===== src/rtl/timer_pkg.sv =====
// timer_pkg: state encoding, field limits and preset clamps shared by countdown_timer
package timer_pkg;
    typedef enum logic [1:0] {IDLE, RUN, PAUSE, EXPIRED} timer_state_t;
    localparam logic [5:0] SEC_MAX = 6'd59;
    localparam logic [5:0] MIN_MAX = 6'd59;
    function automatic logic [5:0] clamp_secs(input logic [5:0] v);
        return (v > SEC_MAX) ? SEC_MAX : v;
    endfunction
    function automatic logic [5:0] clamp_mins(input logic [5:0] v);
        return (v > MIN_MAX) ? MIN_MAX : v;
    endfunction
endpackage


===== src/rtl/tick_prescaler.sv =====
// tick_prescaler: divides clk down to a one-cycle tick every TICK_DIV enabled cycles
// ports: clk, reset (async, high), clear (zero count), enable (count/hold), tick (out)
module tick_prescaler #(
    parameter int TICK_DIV = 100_000_000
) (
    input  logic clk,
    input  logic reset,
    input  logic clear,
    input  logic enable,
    output logic tick
);
    localparam int CW = $clog2(TICK_DIV);
    localparam logic [CW-1:0] LAST = CW'(TICK_DIV - 1);
    logic [CW-1:0] count;
    assign tick = enable && !clear && (count == LAST);
    always_ff @(posedge clk or posedge reset)
        if (reset)
            count <= '0;
        else
            count <= clear ? '0 : !enable ? count : tick ? '0 : count + CW'(1);
endmodule


===== src/rtl/countdown_timer.sv =====
// countdown_timer: HH:MM:SS countdown / count-up timer with load, start, stop and expiry
// ports: clk, reset (async, high), load/start/stop pulses, mode (0 down, 1 up),
//        hours_i/mins_i/secs_i preset, hours_o/mins_o/secs_o value, running, expired, done
module countdown_timer
    import timer_pkg::*;
#(
    parameter int TICK_DIV  = 100_000_000,
    parameter int HOUR_W    = 5,
    parameter int MAX_HOURS = 23
) (
    input  logic              clk,
    input  logic              reset,
    input  logic              load,
    input  logic              start,
    input  logic              stop,
    input  logic              mode,
    input  logic [HOUR_W-1:0] hours_i,
    input  logic [5:0]        mins_i,
    input  logic [5:0]        secs_i,
    output logic [HOUR_W-1:0] hours_o,
    output logic [5:0]        mins_o,
    output logic [5:0]        secs_o,
    output logic              running,
    output logic              expired,
    output logic              done
);
    localparam logic [HOUR_W-1:0] H_MAX = HOUR_W'(MAX_HOURS);
    timer_state_t      state, state_d;
    logic [HOUR_W-1:0] hours_d, dn_hours, up_hours;
    logic [5:0]        mins_d, secs_d, dn_mins, dn_secs, up_mins, up_secs;
    logic              mode_q, mode_d, done_d, tick;
    logic              s_zero, m_zero, s_top, m_top, h_top, v_zero, dn_zero, up_wrap;

    // load clears the prescaler so a fresh run always gets a full first second
    tick_prescaler #(.TICK_DIV(TICK_DIV)) u_presc (
        .clk(clk),
        .reset(reset),
        .clear(load),
        .enable(state == RUN),
        .tick(tick)
    );

    assign s_zero = secs_o == '0;
    assign m_zero = mins_o == '0;
    assign s_top  = secs_o == SEC_MAX;
    assign m_top  = mins_o == MIN_MAX;
    assign h_top  = hours_o >= H_MAX;
    assign v_zero = s_zero && m_zero && (hours_o == '0);

    // borrow chain; the hours guard keeps the field from ever wrapping below zero
    assign dn_secs  = s_zero ? SEC_MAX : secs_o - 6'd1;
    assign dn_mins  = !s_zero ? mins_o : m_zero ? MIN_MAX : mins_o - 6'd1;
    assign dn_hours = (s_zero && m_zero && hours_o != '0) ? hours_o - HOUR_W'(1) : hours_o;
    assign dn_zero  = (dn_hours == '0) && (dn_mins == '0) && (dn_secs == '0);

    // carry chain; MAX_HOURS:59:59 rolls over to zero
    assign up_secs  = s_top ? 6'd0 : secs_o + 6'd1;
    assign up_mins  = !s_top ? mins_o : m_top ? 6'd0 : mins_o + 6'd1;
    assign up_hours = !(s_top && m_top) ? hours_o : h_top ? '0 : hours_o + HOUR_W'(1);
    assign up_wrap  = s_top && m_top && h_top;

    assign running = state == RUN;
    assign expired = state == EXPIRED;

    always_comb begin
        state_d = state;
        hours_d = hours_o;
        mins_d  = mins_o;
        secs_d  = secs_o;
        mode_d  = mode_q;
        done_d  = 1'b0;
        if (load) begin
            state_d = IDLE;
            hours_d = (hours_i > H_MAX) ? H_MAX : hours_i;
            mins_d  = clamp_mins(mins_i);
            secs_d  = clamp_secs(secs_i);
            mode_d  = mode;
        end else begin
            if (stop && state == RUN)
                state_d = PAUSE;
            else if (start && (state == IDLE || state == PAUSE) && (mode_q || !v_zero))
                state_d = RUN;
            // tick only fires in RUN, so a coincident stop still takes this step
            if (tick) begin
                hours_d = mode_q ? up_hours : dn_hours;
                mins_d  = mode_q ? up_mins : dn_mins;
                secs_d  = mode_q ? up_secs : dn_secs;
                done_d  = mode_q ? up_wrap : dn_zero;
                if (!mode_q && dn_zero)
                    state_d = EXPIRED;
            end
        end
    end

    always_ff @(posedge clk or posedge reset)
        if (reset) begin
            state   <= IDLE;
            hours_o <= '0;
            mins_o  <= '0;
            secs_o  <= '0;
            mode_q  <= 1'b0;
            done    <= 1'b0;
        end else begin
            state   <= state_d;
            hours_o <= hours_d;
            mins_o  <= mins_d;
            secs_o  <= secs_d;
            mode_q  <= mode_d;
            done    <= done_d;
        end
endmodule


===== config.mk =====
export PLATFORM = sky130hd
export DESIGN_NAME = countdown_timer
export DESIGN_NICKNAME = d
export VERILOG_FILES = /design/src/rtl/timer_pkg.sv /design/src/rtl/tick_prescaler.sv /design/src/rtl/countdown_timer.sv
export SDC_FILE = /design/constraint.sdc
export NUM_CORES = 1
export LEC_CHECK = 0
export BUFFER_PORTS_ARGS = -buffer_cell sky130_fd_sc_hd__buf_2
export CORE_MARGIN = 3
export CORE_UTILIZATION = 60
export CTS_CLUSTER_DIAMETER = 80
export DETAILED_ROUTE_END_ITERATION = 12
export GPL_ROUTABILITY_DRIVEN = 0
export HOLD_SLACK_MARGIN = 0.08
export PLACE_DENSITY = 0.89
export SLEW_MARGIN = 10
export SYNTH_ARGS = -nofsm -noshare
export SYNTH_HDL_FRONTEND = slang
export SYNTH_HIERARCHICAL = 1
export SYNTH_SLANG_ARGS = --single-unit

===== constraint.sdc =====
create_clock -name clk -period 3.3 [get_ports clk]
set_clock_uncertainty 0.2 [all_clocks]
set_input_delay 0.495 -clock clk [delete_from_list [all_inputs] [get_ports clk]]
set_output_delay 0.495 -clock clk [all_outputs]
set_load 0.01 [all_outputs]

==> results.cfg, run 1 <==
[status]
run_status = complete, no violations

[timing]
worst_slack_ns = 0.5092
worst_slew_margin_pct = 31.61
max_slew.worst_pin.slew_ns = 1.025
finalCritPeriodShare_pct = 84.57
finalSetupViolCount = 0
period_needed_ns = 2.791
slew_viol_final = 0
clock.fmax_ghz = 0.3583
grt_setup_unrepaired = no
timing.setup.tns_ns = 0
hold_viol_final = 0

[route]
vias = 3802
routed_vias_inst = 6.589
drt_first_iter_violations = 418
wl_per_cell_um = 16.54
remaining_drc_errors = 0
postRouteWirelength_mm = 9.542
dr.pass1.iters = 5
antenna_violating_nets_post_route = 0

[critical_path]
ff2ff_path_depth = 11
slowest_delay_ns = 0.42
timing.critical_path.arrival_ns = 2.85
critical-path-top-delay-family = simple AND/OR/NAND/NOR gates
worstPathRequired_ns = 3.35
cp-end-kind = register
crit_type = register to register
crit_slowest_cell = dfrtp_1
worst_setup_path_start_kind = register
crit_chain = ha_1 > and3_1 > nand2b_1 > nor3_1 > buf_4 > nand2b_1 > nor4_1 > nand2_1 > nor3_1 > nand4_1 > a21bo_2
critPathBufInv = 1
critPathMaxFanout = 13
critical_path_cell_count = 11

[flow_run]
maxCapViolations = 0

[clock_network]
postCtsHoldBufs = 0
cts_buffers = 5
clockRootBuffer = clkbuf_8
clock_sink_count = 48
post-cts-setup-buffers = 0
cts_clk_pin_slew_worst_paths_ns = 0.10
cts_resized = 0
cts_tree = done
worst_skew_pair.late_latency_ns = 0.31
cts_buffer_depth = 2
h-tree-depth = 2

[layout]
final_common_cell = nand2_1
finalCoreUtilization_pct = 67.41
num-nets-final = 533
n_antenna_cell = 0
drive_gt1_share_pct = 16.14
final_cell_mix = 50 x nand2_1, 48 x dfrtp_1, 42 x buf_2, 35 x nor2_1, 35 x nand3_1
synthToLayoutAreaGrowth_pct = 6.313

[power]
power_dens_cells_mw_per_mm2 = 339.5
max-vdd-ir-drop_v = 0.0002383
totalPowerFinal_mw = 1.395
power_leakage_nw = 1.694

[synth]
synth_fp_nets = 506
postSynth.asyncResetShare_pct = 100.0
synth_enable_flop_cells = 0
synth_cell_types = 80
synth.avg_cell_area_um2 = 8.154
postSynthRegisterBits = 48
ys_seq_area_share_pct = 31.08
syn-cell-area_mm2 = 0.003865
syn-instance-count = 474
ys.flop_type = dfrtp_1
yosysWarnings = 6

[floorplan]
core_area_mm2 = 0.006096
dieArea_mm2 = 0.007441
core.rowCount = 28
fp.dieH_um = 86.26
floorplan.io_pins = 43
die_w_um = 86.26
initial_util_pct = 63.40

[global_routing]
via_count_of_the_first_global_routing_pass = 3432
gr-total-overflow = 0
grt_pass1_wl_mm = 16.06
global_router_s_overall_resource_usage_pct = 26.30
grt_antenna_before_repair = 0
grt_max_degree = 49

[place]
pre_cts_slack_ns = 0.5689
port_buffers = 42
place_hpwl_mm = 6.695

[worst_hold_path]
worstHoldPathType = primary input to asynchronous set/reset pin
[state kept, by name, indices dropped and copies added (netlist names)]
signal / cells
state: 2
hours_o: 5
done: 1
mode_q: 1
secs_o: 6
mins_o: 6
u_presc/count: 27
[worst reg2reg max path, stage by stage (launching register included)]
cell,delay (ns)
dfrtp_1,0.42
ha_1,0.23
and3_1,0.22
nand2b_1,0.18
nor3_1,0.25
buf_4,0.23
nand2b_1,0.10
nor4_1,0.24
nand2_1,0.08
nor3_1,0.21
nand4_1,0.17
a21bo_2,0.22
[metal layers]
metal | wire length, µm | track usage, % | vias to the layer above
met4 | 113 | 8.357 | 0
met3 | 779 | 3.707 | 10
li1 | - | - | 1802
met2 | 4395 | 40.50 | 177
met5 | 0 | 0 | -
met1 | 4253 | 38.35 | 1813
[cells by family (layout without fill, tap and decap cells)]
logic type / count (synthesis) / count (layout) / synth area share [%]
simple gates: 227 / 227 / 32.79
compound gates: 119 / 119 / 20.40
buf+inv: 52 / 80 / 7.575
flops: 48 / 48 / 31.08
xor+xnor: 14 / 14 / 3.173
fa+ha+maj: 9 / 9 / 2.914
mux: 5 / 5 / 2.072
[synth_stat cells, types with 4 or more instances]
cell type  instances  area [µm²]
xor2_1             6       52.55
nand3_1           35       175.2
nand3b_1           5       37.54
a21oi_1           33       165.2
buf_6              7       78.83
and4_1             4       35.03
nor3_1             8       40.04
nand2_1           50       187.7
o31ai_1            4       30.03
ha_1               9       112.6
and3_1             7       43.79
buf_4              5       37.54
nand2b_1           4       25.02
clkbuf_1           9       33.78
dfrtp_1           48        1201
a211oi_1           5       37.54
nor2_1            35       131.4
nand4_1           22       137.6
a22o_1             4       35.03
nor4_1             6       37.54
o21ai_0           32       160.2
xnor2_1            8       70.07
or3_1             16       100.1
nor2b_1            4       25.02
inv_1             22       82.58
[final cells by class]
class                           count  area, µm²
Sequential cell                    48       1201
Clock inverter                      1      7.507
Fill cell                         533       1987
Inverter                           23      86.33
Clock buffer                        7      86.33
Timing Repair Buffer               49      262.8
Tap cell                           75      93.84
Multi-Input combinational cell    374       2371
[per-stage QoR]
stage	hold WS (ns)	instance area, µm²	std cells
after floorplan	0.2601	3865	474
after global placement	0.3052	4015	569
after detailed placement	0.3333	4015	569
after CTS	0.1957	4109	577
after global routing	0.2057	4109	577
final	0.1565	4109	577
[power breakdown]
group | internal, mW | leakage [nW] | switching (mW)
sequential | 0.614 | 0.630 | 0.0709
combinational | 0.138 | 1.02 | 0.194
clock | 0.171 | 0.0445 | 0.208
total | 0.922 | 1.69 | 0.472
[path summary, 6_finish.rpt]
path | from | to | slack, ns
setup / recovery | u_presc/count[0] | state[0] | 0.51
hold / removal | reset | hours_o[0] | 0.16
setup reg to reg | u_presc/count[0] | state[0] | 0.51
hold reg to reg | u_presc/count[22] | u_presc/count[22] | 0.35
max in group asynchronous | reset | u_presc/count[24] | 2.04
min in group clk | mode | mode_q | 0.20
(Power assumes the default switching activity.)
==> inputs of run 2 (changes only) <==
- ABC_AREA: default -> 1
- clock period: 3.3 -> 2.62 ns (I/O delays scaled with it)
==> run 2 against run 1 <==
Compared with the run above: synthesized cell count up 26%; setup slack worse by 0.29 ns; clock power up 45%; critical path type unchanged; critical endpoint is now hours_o[0]; largest power group unchanged.
==> results.cfg, run 2 <==
[layout]
largest_registers_in_the_final_layout = u_presc/count: 27 flops, mins_o: 6 flops, secs_o: 6 flops
synthToLayoutAreaGrowth_pct = 9.897
final_cell_mix = 175 x nand2_1, 73 x inv_1, 67 x nor2_1, 53 x nand3_1, 48 x dfrtp_1
num-fill-cells = 547
top_register = u_presc/count
multi_input_area_mm2 = 0.002444
final_common_cell = nand2_1
final-seq-area_mm2 = 0.001201
drive_gt1_share_pct = 17.00
n_antenna_cell = 0
num-nets-final = 672
largest_reg_flops = 27

[floorplan]
fp.dieH_um = 87.86
core.rowCount = 29
core_area_mm2 = 0.006422
die_w_um = 87.86
initial_util_pct = 62.59
floorplan.io_pins = 43
dieArea_mm2 = 0.007719

[clock_network]
cts_buffers = 5
clockRootBuffer = clkbuf_8
h-tree-depth = 2
cts_tree = done
worst_skew_pair.late_latency_ns = 0.31
cts_buffer_depth = 2
cts_clk_pin_slew_worst_paths_ns = 0.10
clock_sink_count = 48

[timing]
finalCritPeriodShare_pct = 91.55
max_slew.worst_pin.slew_ns = 0.9351
hold_viol_final = 0
grt_setup_unrepaired = no
worst_slew_margin_pct = 37.59
clock.fmax_ghz = 0.4169
finalSetupViolCount = 0
timing.setup.tns_ns = 0
period_needed_ns = 2.399
slew_viol_final = 0

[route]
met3_wire_len_um = 868
route.layer.met1.wl_mm = 4.379
postRouteWirelength_mm = 10.35
drt_first_iter_violations = 386
wl_per_cell_um = 14.41
met2RoutedLength_mm = 4.878
routed_vias_inst = 5.808
remaining_drc_errors = 0
dr.pass1.iters = 5
routed.top_layer = met4
vias = 4170
antenna_violating_nets_post_route = 0

[worst_hold_path]
worstHoldPathType = primary input to register

[status]
run_status = complete, no violations

[global_routing]
grt_antenna_before_repair = 0
global_router_s_overall_resource_usage_pct = 27.92
grt_pass1_wl_mm = 17.31
grt_max_degree = 28
gr-total-overflow = 0
via_count_of_the_first_global_routing_pass = 3892

[place]
port_buffers = 42
place_hpwl_mm = 7.819

[critical_path]
worst_setup_path_start_kind = register
critPathMostFrequentCell = inv_1
worstPathRequired_ns = 2.65
cp-end-kind = register
crit_slowest_cell = dfrtp_1
r2r_start = u_presc/count[0]
timing.critical_path.arrival_ns = 2.43
crit_type = register to register
slowest_delay_ns = 0.43
cp-endpoint = hours_o[0]
crit_chain = ha_1 > inv_1 > nor2_2 > nand2_2 > nor2_4 > nand2_2 > inv_1 > nor2_1 > inv_1 > nand2_1 > inv_1 > o221ai_1 > o21ai_0
crit-reg2reg-capture = hours_o[0]
slack_of_the_worst_reg_to_reg_path_ns = 0.22
ff2ff_path_depth = 13
critPathMaxFanout = 9
startpoint = u_presc/count[0]

[synth]
synth_top_area_cell = dfrtp_1
ys.flop_type = dfrtp_1
netlist_top_cells_count = 175 x nand2_1, 73 x inv_1, 67 x nor2_1
postSynth.asyncResetShare_pct = 100.0
postSynthRegisterBits = 48
synth_enable_flop_cells = 0
synth_area_leaders = dfrtp_1 30%, nand2_1 16%, inv_1 6.8%
syn-instance-count = 596
ys_seq_area_share_pct = 29.88
synth_most_common_cell = nand2_1
yosysWarnings = 6
syn-cell-area_mm2 = 0.004020
synth_top_cell_area_share_pct = 29.88
synth_cell_types = 42
synth_fp_nets = 628
synth.avg_cell_area_um2 = 6.745

[power]
totalPowerFinal_mw = 2.118
power_switching_uw = 803.5
share_of_total_power_consumed_by_net_switching_pct = 37.94
max-vdd-ir-drop_v = 0.0002642
power_dens_cells_mw_per_mm2 = 479.3
sequentialPowerShare_pct = 42.9
internal_power_mw = 1.314
power_leakage_nw = 2.072
p_clk_share_pct = 26.0
combinational_share_of_power_pct = 31.1

[flow_run]
maxCapViolations = 0
==> run 2: what timing repair did <==
item / 4_1_cts / 5_1_grt
hold buffers: 1 / 0
resized for setup: 0 / 2
endpoints found under the hold margin: 27 / 0
setup endpoints to repair: 0 / 5
buffers inserted: 0 / 0
==> run 2: worst min-delay path by stage <==
stage | start | to | slack [ns] | cells after the start
floorplan | reset | done | 0.17 | 1
global placement | reset | u_presc/count[3] | 0.28 | 3
detailed placement | reset | u_presc/count[1] | 0.28 | 3
CTS | mode | mode_q | 0.09 | 3
global route | mode | mode_q | 0.09 | 3
finish | mode | mode_q | 0.10 | 3
==> run 2: final cells by class <==
cell class	count	area share, %
tap	77	2.181
multi-input combinational	459	55.31
sequential	48	27.19
inverter	74	6.287
clock buffer	5	1.558
timing repair buffer	52	6.514
clock inverter	3	0.9629
==> run 2: metrics by stage <==
stage	setup WS, ns	std cells	instance area (µm²)	hold WS (ns)	utilization [%]
global route	0.02021	718	4418	0.09061	68.79
finish	0.2213	718	4418	0.1040	68.79
global placement	0.2768	709	4293	0.2794	66.84
CTS	0.1358	718	4414	0.09182	68.73
floorplan	0.2135	596	4020	0.1695	-
detailed placement	0.1492	709	4293	0.2814	66.84
==> run 2: per-layer routing <==
layer  up-vias  GRT usage, %
met4         0         11.30
met3        32         4.327
li1       2008             -
met2       203         45.21
met5         -             0
met1      1927         37.35
==> run 2: logic make-up after synthesis <==
group / synth area share (%)
AO/OA/AOI/OAI: 12.85
XOR/XNOR: 5.416
adder cells (fa/ha/maj): 2.801
buffers and inverters: 9.430
flip-flops: 29.88
AND/OR/NAND/NOR: 39.62
==> run 2: power by group through the flow <==
stage / Sequential, mW / Clock, mW / Combinational (mW)
after floorplan: 0.893 / 0 / 0.483
after global placement: 0.912 / 0 / 0.629
after detailed placement: 0.917 / 0 / 0.645
after CTS: 0.903 / 0.561 / 0.650
after global routing: 0.916 / 0.591 / 0.737
final: 0.908 / 0.550 / 0.659
==> run 2: critical path, delay by kind of cell, from the launching register on <==
| kind | cells | cell delay (ns) |
|---|---|---|
| AND/OR/NAND/NOR | 6 | 0.71 |
| buffers and inverters | 4 | 0.53 |
| flip-flops | 1 | 0.43 |
| AO/OA/AOI/OAI | 2 | 0.25 |
| adder cells (fa/ha/maj) | 1 | 0.23 |
==> inputs of run 3 (changes only) <==
- ABC_AREA: 1 -> 0
- HOLD_SLACK_MARGIN: 0.08 -> default
==> run 3 against run 2 <==
Compared with the run above: clock power decreased by 9.3%; maximum frequency shrank 4.4%; sequential share of layout area is 0.24 points higher; critical path depth shrank 5; global-route usage increased by 1.7 points; sequential power fell by 8.7%; clock-buffer cell count is 1 higher; setup slack worse by 0.11 ns; core utilization up 3.3 points; sequential cell count unchanged; die area decreased by 3.6%; largest cell class unchanged.
==> results.cfg, run 3 (synthesis results as in run 1) <==
[worst_hold_path]
worstHoldPathType = primary input to register

[layout]
finish.instance_area_mm2 = 0.004393
largest_registers_in_the_final_layout = u_presc/count: 27 flops, mins_o: 6 flops, secs_o: 6 flops
n_antenna_cell = 0
drive_gt1_share_pct = 22.50
num-nets-final = 560
synthToLayoutAreaGrowth_pct = 13.66
final_cell_mix = 50 x nand2_1, 45 x dfrtp_1, 42 x buf_2, 35 x nand3_1, 34 x nor2_1
top_register = u_presc/count
final_common_cell = nand2_1
largest_reg_flops = 27

[timing]
period_needed_ns = 2.510
slew_viol_final = 0
hold_viol_final = 0
timing.setup.tns_ns = 0
finalCritPeriodShare_pct = 95.79
worst_slew_margin_pct = 41.33
max_slew.worst_pin.slew_ns = 0.8791
finalSetupViolCount = 0
clock.fmax_ghz = 0.3985
grt_setup_unrepaired = yes

[global_routing]
grt_antenna_before_repair = 0
grt_max_degree = 50
global_router_s_overall_resource_usage_pct = 29.61
grt_pass1_wl_mm = 17.97
via_count_of_the_first_global_routing_pass = 3744
gr-total-overflow = 0

[floorplan]
core.rowCount = 28
core_area_mm2 = 0.006096
die_w_um = 86.26
floorplan.io_pins = 43
dieArea_mm2 = 0.007441
fp.dieH_um = 86.26
initial_util_pct = 63.40

[critical_path]
crit_slowest_cell = or4_1
timing.critical_path.arrival_ns = 2.55
slack_of_the_worst_reg_to_reg_path_ns = 0.11
crit-reg2reg-capture = hours_o[3]
critPathMaxFanout = 8
ff2ff_path_depth = 8
cp-end-kind = register
r2r_start = secs_o[1]
crit_chain = inv_1 > ha_1 > nor4b_4 > nand4_4 > or4_1 > o21ai_0 > a32oi_1 > o21ai_1
worstPathRequired_ns = 2.66
cp-endpoint = hours_o[3]
startpoint = secs_o[1]
slowest_delay_ns = 0.51
worst_setup_path_start_kind = register
crit_type = register to register

[route]
vias = 4069
postRouteWirelength_mm = 10.65
remaining_drc_errors = 0
wl_per_cell_um = 17.64
antenna_violating_nets_post_route = 0
drt_first_iter_violations = 416
routed_vias_inst = 6.737
dr.pass1.iters = 6

[power]
power_leakage_nw = 1.870
power_switching_uw = 637.1
combinational_share_of_power_pct = 27.6
sequentialPowerShare_pct = 45.2
share_of_total_power_consumed_by_net_switching_pct = 34.73
internal_power_mw = 1.197
power_dens_cells_mw_per_mm2 = 417.5
p_clk_share_pct = 27.2
max-vdd-ir-drop_v = 0.0002918

[clock_network]
cts_buffers = 5
worst_skew_pair.late_latency_ns = 0.31
clockRootBuffer = clkbuf_8
cts_buffer_depth = 2
clock_sink_count = 48
cts_tree = done
cts_clk_pin_slew_worst_paths_ns = 0.10
h-tree-depth = 2

[place]
placement.cell_area_mm2 = 0.004195
place_hpwl_mm = 7.541
port_buffers = 42

[flow_run]
maxCapViolations = 0

[status]
run_status = complete, no violations
## run 3: changes by cell type in the layout (fill, tap and decap cells not counted), sizes merged, moves of 14 or more
cell / before / now
a21oi: 14 / 34
buf: 51 / 75
inv: 74 / 23
nand2: 181 / 50
nand3: 61 / 35
nand4: 8 / 25
nor2: 88 / 35
or3: 1 / 17
xor2: 20 / 6
## run 3: power by group through the flow
stage          clock network [mW]  logic (mW)  registers [mW]
5_1_grt                     0.529       0.559           0.836
4_1_cts                     0.498       0.488           0.826
6_report                    0.499       0.506           0.829
3_5_place_dp                    0       0.482           0.841
3_3_place_gp                    0       0.466           0.838
2_1_floorplan                   0       0.340           0.838
## run 3: area by class of cell
class,count,area [µm²]
Inverter,23,86.33
Timing Repair Buffer,76,467.9
Sequential cell,48,1205
Clock buffer,6,82.58
Clock inverter,2,13.76
Tap cell,75,93.84
Multi-Input combinational cell,374,2444
Fill cell,470,1703
## run 3: worst min-delay path by stage
stage / from / to / slack [ns] / cells after the start
2_1_floorplan: reset / done / 0.17 / 1
3_3_place_gp: reset / u_presc/count[2] / 0.28 / 3
3_5_place_dp: reset / u_presc/count[0] / 0.29 / 3
4_1_cts: mins_i[3] / mins_o[3] / 0.10 / 3
5_1_grt: secs_i[3] / secs_o[3] / 0.13 / 3
6_report: mins_i[3] / mins_o[3] / 0.10 / 3
## run 3: through the flow
stage,utilization (%),hold slack (ns),power (mW),cells,setup WS [ns]
after CTS,70.94,0.1007,1.812,602,0.02436
after global placement,68.82,0.2797,1.304,593,0.1139
after floorplan,-,0.1695,1.178,474,0.01548
final,72.06,0.1001,1.834,604,0.1104
after global routing,72.06,0.1302,1.923,604,-0.03717
after detailed placement,68.82,0.2881,1.323,593,-0.1892
## run 3: worst max-delay path, delay by kind of cell, from the launching register on
family	cells	cell delay, ns
AND/OR/NAND/NOR	3	1.11
flip-flops	1	0.47
AO/OA/AOI/OAI	3	0.31
adder cells (fa/ha/maj)	1	0.22
buffers and inverters	1	0.12
## run 3: what timing repair did
action | in CTS | in global routing
buffers inserted | 0 | 2
pin swaps | 0 | 4
hold endpoints to repair | 27 | 0
gates resized for setup | 4 | 12
hold buffers | 1 | 0
endpoints found under the setup margin | 3 | 13
## run 3: routing by layer
layer | global-route usage (%) | routed length [µm]
met1 | 42.73 | 4489
met2 | 46.53 | 4955
met3 | 4.373 | 984
met4 | 8.357 | 223
met5 | 0 | 0
